**config.mk**
```make
export PLATFORM = sky130hd
export DESIGN_NAME = bus_mux_arbiter
export DESIGN_NICKNAME = d
export VERILOG_FILES = /design/src/rtl/bus_mux_arbiter.sv
export SDC_FILE = /design/constraint.sdc
export NUM_CORES = 1
export LEC_CHECK = 0
export ABC_AREA = 1
export CAP_MARGIN = 20
export CELL_PAD_IN_SITES_DETAIL_PLACEMENT = 1
export CELL_PAD_IN_SITES_GLOBAL_PLACEMENT = 1
export CORE_MARGIN = 4
export CORE_UTILIZATION = 28
export DETAILED_ROUTE_END_ITERATION = 10
export GPL_TIMING_DRIVEN = 1
export PLACE_DENSITY_LB_ADDON = 0.3
export SETUP_SLACK_MARGIN = 0.4
export SYNTH_ARGS = -nofsm -noshare
export SYNTH_HDL_FRONTEND = slang
export SYNTH_SLANG_ARGS = --single-unit
```
**constraint.sdc**
```tcl
create_clock -name i_clk -period 2.14 [get_ports i_clk]
set_clock_uncertainty 0.05 [all_clocks]
set_input_delay 0.428 -clock i_clk [delete_from_list [all_inputs] [get_ports i_clk]]
set_output_delay 0.428 -clock i_clk [all_outputs]
set_load 0.03 [all_outputs]
```
**src/rtl/bus_mux_arbiter.sv**
```systemverilog
// Round-robin 2:1 bus mux arbiter with burst limit; optional beat counters under BUS_ARB_STATS_EN.
// Latency: grant 1 cycle after request; datapath combinational while owning.
// Backpressure: i_out_ready=0 holds state, select and burst count; no ack is issued.
module bus_mux_arbiter #(
  parameter int WIDTH     = 4,
  parameter int MAX_BURST = 4
`ifdef BUS_ARB_STATS_EN
  , parameter int CNT_W   = 8
`endif
) (
  input  logic             i_clk,
  input  logic             i_rst_n,
  input  logic             i_req_0,
  input  logic [WIDTH-1:0] i_data_0,
  input  logic             i_last_0,
  output logic             o_gnt_0,
  output logic             o_ack_0,
  input  logic             i_req_1,
  input  logic [WIDTH-1:0] i_data_1,
  input  logic             i_last_1,
  output logic             o_gnt_1,
  output logic             o_ack_1,
  output logic             o_sel,
  output logic             o_out_valid,
  output logic [WIDTH-1:0] o_out_data,
  input  logic             i_out_ready
`ifdef BUS_ARB_STATS_EN
  , output logic [CNT_W-1:0] o_beats_0
  , output logic [CNT_W-1:0] o_beats_1
`endif
);

  localparam int BW = (MAX_BURST < 1) ? 1 : $clog2(MAX_BURST + 1);
  localparam logic [BW:0] LP_MAX = (BW + 1)'(MAX_BURST);

  typedef enum logic [1:0] {S_IDLE, S_OWN0, S_OWN1} state_t;

  state_t        r_state, w_state_nxt;
  logic          r_prio, w_prio_nxt;
  logic [BW-1:0] r_burst_cnt, w_burst_nxt;

  logic          w_owning, w_owner, w_own_req, w_own_last, w_oth_req;
  logic          w_valid, w_beat, w_release;
  logic [BW:0]   w_cnt_inc;

  always_comb begin
    w_owning   = (r_state != S_IDLE);
    w_owner    = (r_state == S_OWN1);
    w_own_req  = w_owner ? i_req_1  : i_req_0;
    w_own_last = w_owner ? i_last_1 : i_last_0;
    w_oth_req  = w_owner ? i_req_0  : i_req_1;
    w_valid    = w_owning & w_own_req;
    w_beat     = w_valid & i_out_ready;
    w_cnt_inc  = {1'b0, r_burst_cnt} + (BW + 1)'(1);
    // >= rather than == so a saturated counter still yields once the other side asks
    w_release  = w_owning & (~w_own_req
                           | (w_beat & w_own_last)
                           | (w_beat & (w_cnt_inc >= LP_MAX) & w_oth_req));
  end

  assign o_gnt_0     = (r_state == S_OWN0);
  assign o_gnt_1     = (r_state == S_OWN1);
  assign o_sel       = w_owner;
  assign o_out_valid = w_valid;
  assign o_out_data  = w_valid ? (w_owner ? i_data_1 : i_data_0) : '0;
  assign o_ack_0     = w_beat & ~w_owner;
  assign o_ack_1     = w_beat & w_owner;

  always_comb begin
    w_state_nxt = r_state;
    w_prio_nxt  = r_prio;
    w_burst_nxt = r_burst_cnt;
    case (r_state)
      S_IDLE: begin
        w_burst_nxt = '0;
        if (i_req_0 && (!i_req_1 || !r_prio)) begin
          w_state_nxt = S_OWN0;
        end else if (i_req_1) begin
          w_state_nxt = S_OWN1;
        end
      end
      S_OWN0, S_OWN1: begin
        if (w_release) begin
          w_prio_nxt  = ~w_owner;
          w_burst_nxt = '0;
          if (w_oth_req) begin
            w_state_nxt = w_owner ? S_OWN0 : S_OWN1;
          end else begin
            w_state_nxt = S_IDLE;
          end
        end else if (w_beat) begin
          w_burst_nxt = (w_cnt_inc >= LP_MAX) ? LP_MAX[BW-1:0] : w_cnt_inc[BW-1:0];
        end
      end
      default: begin
        w_state_nxt = S_IDLE;
        w_burst_nxt = '0;
      end
    endcase
  end

  always_ff @(posedge i_clk or negedge i_rst_n) begin
    if (!i_rst_n) begin
      r_state     <= S_IDLE;
      r_prio      <= 1'b0;
      r_burst_cnt <= '0;
    end else begin
      r_state     <= w_state_nxt;
      r_prio      <= w_prio_nxt;
      r_burst_cnt <= w_burst_nxt;
    end
  end

`ifdef BUS_ARB_STATS_EN
  logic [CNT_W-1:0] r_beats_0, r_beats_1;

  always_ff @(posedge i_clk or negedge i_rst_n) begin
    if (!i_rst_n) begin
      r_beats_0 <= '0;
      r_beats_1 <= '0;
    end else begin
      if (o_ack_0 && (r_beats_0 != '1)) r_beats_0 <= r_beats_0 + CNT_W'(1);
      if (o_ack_1 && (r_beats_1 != '1)) r_beats_1 <= r_beats_1 + CNT_W'(1);
    end
  end

  assign o_beats_0 = r_beats_0;
  assign o_beats_1 = r_beats_1;
`endif

endmodule

```
==> out/results.tsv <==
stage	metric	value	unit
outcome	outcome	completed	
timing	period_share	93.3	%
drt	first_iter_violations	2	
clock_tree	root_buffer	clkbuf_4	
yosys	ys_seq_area_share	24.8	%
power_and_ir_drop	powerDensity	1380	nW/µm²
yosys	syn_inst	84	
global_route	grt-ovfl-total	0	
drt	first_pass_iters	3	
clock_tree	cts_buffer_depth	2	
worst_setup_path	cp-end-kind	output pin	
drt	drt-total-wl	1980	µm
timing	grt_setup_unrepaired	true	
power_and_ir_drop	intPower	786	µW
drt	wl_per_cell	13.1	µm
timing	tightestPinTransition	0.388	ns
yosys	async_flop_share	100	%
yosys	yosysWarnings	0	
placed_design	gp_congestion	0.696	
placed_design	dp_hpwl	1470	µm
timing	setup_viol	0	
timing	max_clock_freq	501	MHz
placed_design	place_inst	136	
final_layout	diodes	0	
worst_setup_path	critPathLaunchType	flop	
yosys	synth.distinct_cells	24	
drt	vias_per_cell	4.53	
final_layout	multi_input_area	502	µm²
clock_tree	cts_max_level	1	
yosys	syn_avg_cell_area	7.21	µm²
yosys	synthTopCellsByCount	nand2_1 (26), a21oi_1 (10), inv_1 (8), dfrtp_1 (6)	
yosys	yosys_register_bits	6	
drt	drc	0	
yosys	synthFlopType	dfrtp_1	
yosys	synth_top_cell_by_area	dfrtp_1	
global_route	grt_pass1_vias	755	
yosys	synth-edff-count	0	
timing	fin_crit	2.00	ns
yosys	synth_area	606	µm²
yosys	synth_most_common_cell	nand2_1	
worst_hold_path	hp-class	in -> async	
power_and_ir_drop	p_comb_share	81.3	%
clock_tree	clock_latency	0.23	ns
timing	fin_ws	0.144	ns
timing	tns	0	ns
final_layout	seqCellArea	151	µm²
final_layout	finalNonFillerCells	151	
global_route	grt_pass1_wl	3080	µm
global_route	grt_max_degree	9	
placed_design	preCtsSetupSlack	0.0414	ns
global_route	grt_use_total	14.0	%
power_and_ir_drop	p_clk_share	6.2	%
drt	antenna_left	0	
yosys	synth_top_area_share	24.8	%
die	start_util	30.3	%
power_and_ir_drop	p_leak	0.533	nW
timing	finalHoldViolations	0	
die	rows	16	
power_and_ir_drop	switchingPower	788	µW
clock_tree	cts_buffers	3	
timing	finalMaxSlewViolations	0	
worst_setup_path	arrival	1.52	ns
final_layout	syn_to_final_growth	88.8	%
die	die-area	2970	µm²
timing	relSlewSlack	73.9	%
global_route	grt_antenna_before_repair	0	
final_layout	nets	146	
power_and_ir_drop	swShare	50.1	%
die	die_h	54.5	µm
worst_setup_path	crit_type	reg -> out	
flow_run	max-cap-violations	0	
die	num_io_pins	25	
worst_setup_path	cp_max_fo	8	
die	core	2000	µm²
power_and_ir_drop	power_frac_seq	12.5	%
drt	vias	684	
final_layout	drive_gt1_share	48.4	%
yosys	synthTopCellsByArea	dfrtp_1 (25%), nand2_1 (16%), ha_1 (10%), a21oi_1 (8.3%), inv_1 (5.0%)	
final_layout	nFillCells	232	
clock_tree	tritoncts	yes	
clock_tree	cts.sinks	6	
power_and_ir_drop	irDropWorstVdd	0.000791	V
placed_design	port_buffers	24	
die	die_x	54.5	µm
yosys	synth_nets	104	
worst_setup_path	cp.required	1.66	ns
clock_tree	clk_pin_slew	0.04	ns
worst paths after layout:
| path | from | endpoint | slack [ns] | cells after the start |
|---|---|---|---|---|
| worst max-delay path | r_state[1] | o_out_data[2] | 0.14 | 6 |
| worst min-delay path | i_rst_n | r_state[0] | 0.38 | 1 |
| worst max register to register | r_state[0] | r_burst_cnt[1] | 0.21 | 15 |
| worst min register to register | r_prio | r_prio | 0.47 | 2 |
| max in group asynchronous | i_rst_n | r_state[1] | 1.43 | 1 |
| min in group i_clk | r_prio | r_prio | 0.47 | 2 |
cells by family after synthesis:
group | after synthesis | share of synthesized area, %
and+or+nand+nor | 46 | 40.1
DFF | 6 | 24.8
AOI/OAI and AO/OA | 14 | 11.8
buffers and inverters | 13 | 13.0
adders and majority gates | 5 | 10.3
power groups by stage:
stage	combinational [mW]	clock, mW	sequential (mW)
finish	1.28	0.0976	0.197
global route	1.38	0.109	0.200
CTS	1.22	0.104	0.193
detailed placement	0.949	0	0.196
global placement	0.928	0	0.193
floorplan	0.721	0	0.184
layout make-up:
type	instances	area share, %
Multi-Input combinational cell	65	43.9
Inverter	11	5.14
Clock buffer	3	1.97
Sequential cell	6	13.2
Timing Repair Buffer	39	32.8
Tap cell	27	2.95
state kept, by name, summed over array words and instances (netlist names):
signal and cells:
r_burst_cnt 3, r_state 2, r_prio 1
cell usage in the layout (no fill, tap or decap), types with 2 or more instances in the layout:
cell type,Yosys,routed
clkdlybuf4s50_1,0,12
nand2_2,3,4
a21oi_4,0,3
clkbuf_4,0,3
ha_1,5,3
nand3_1,4,4
ha_4,0,2
inv_8,0,2
nand2_1,26,22
nand2_4,1,4
dfrtp_1,6,5
buf_4,1,10
inv_1,8,4
a21oi_2,0,3
buf_6,1,11
o21ai_0,2,2
nor2_4,1,3
nor2_1,5,3
dlygate4sd2_1,0,3
inv_2,1,4
a21oi_1,10,4
timing repair:
item / in CTS / in global routing
resized for setup: 29 / 13
pin swaps: 4 / 2
endpoints found under the setup margin: 16 / 16
hold buffers: 0 / 0
setup buffers: 12 / 0
metrics by stage:
step | hold slack [ns] | util [%] | total power, mW | area, µm²
finish | 0.381 | 57.1 | 1.57 | 1140
global route | 0.389 | 57.1 | 1.69 | 1140
CTS | 0.374 | 55.4 | 1.51 | 1110
detailed placement | 0.447 | 45.8 | 1.14 | 916
global placement | 0.438 | 45.8 | 1.12 | 916
floorplan | 0.0824 | - | 0.905 | 659
metal layers:
metal  up-vias  share of wire [%]  global-route usage (%)
li1        349                  -                       -
met1       315                 41                    14.0
met2        20                 51                    28.3
met3         0                8.1                    3.54
met4         0                  0                    2.90
met5         -                  0                       0
worst max-delay path: stages (launching register included):
cell and delay [ns]:
dfrtp_2 0.44, ha_4 0.22, inv_8 0.07, buf_4 0.17, nand2_1 0.11, a21oi_4 0.13
buf_6 0.14
Power figures use the tool's default switching activity.
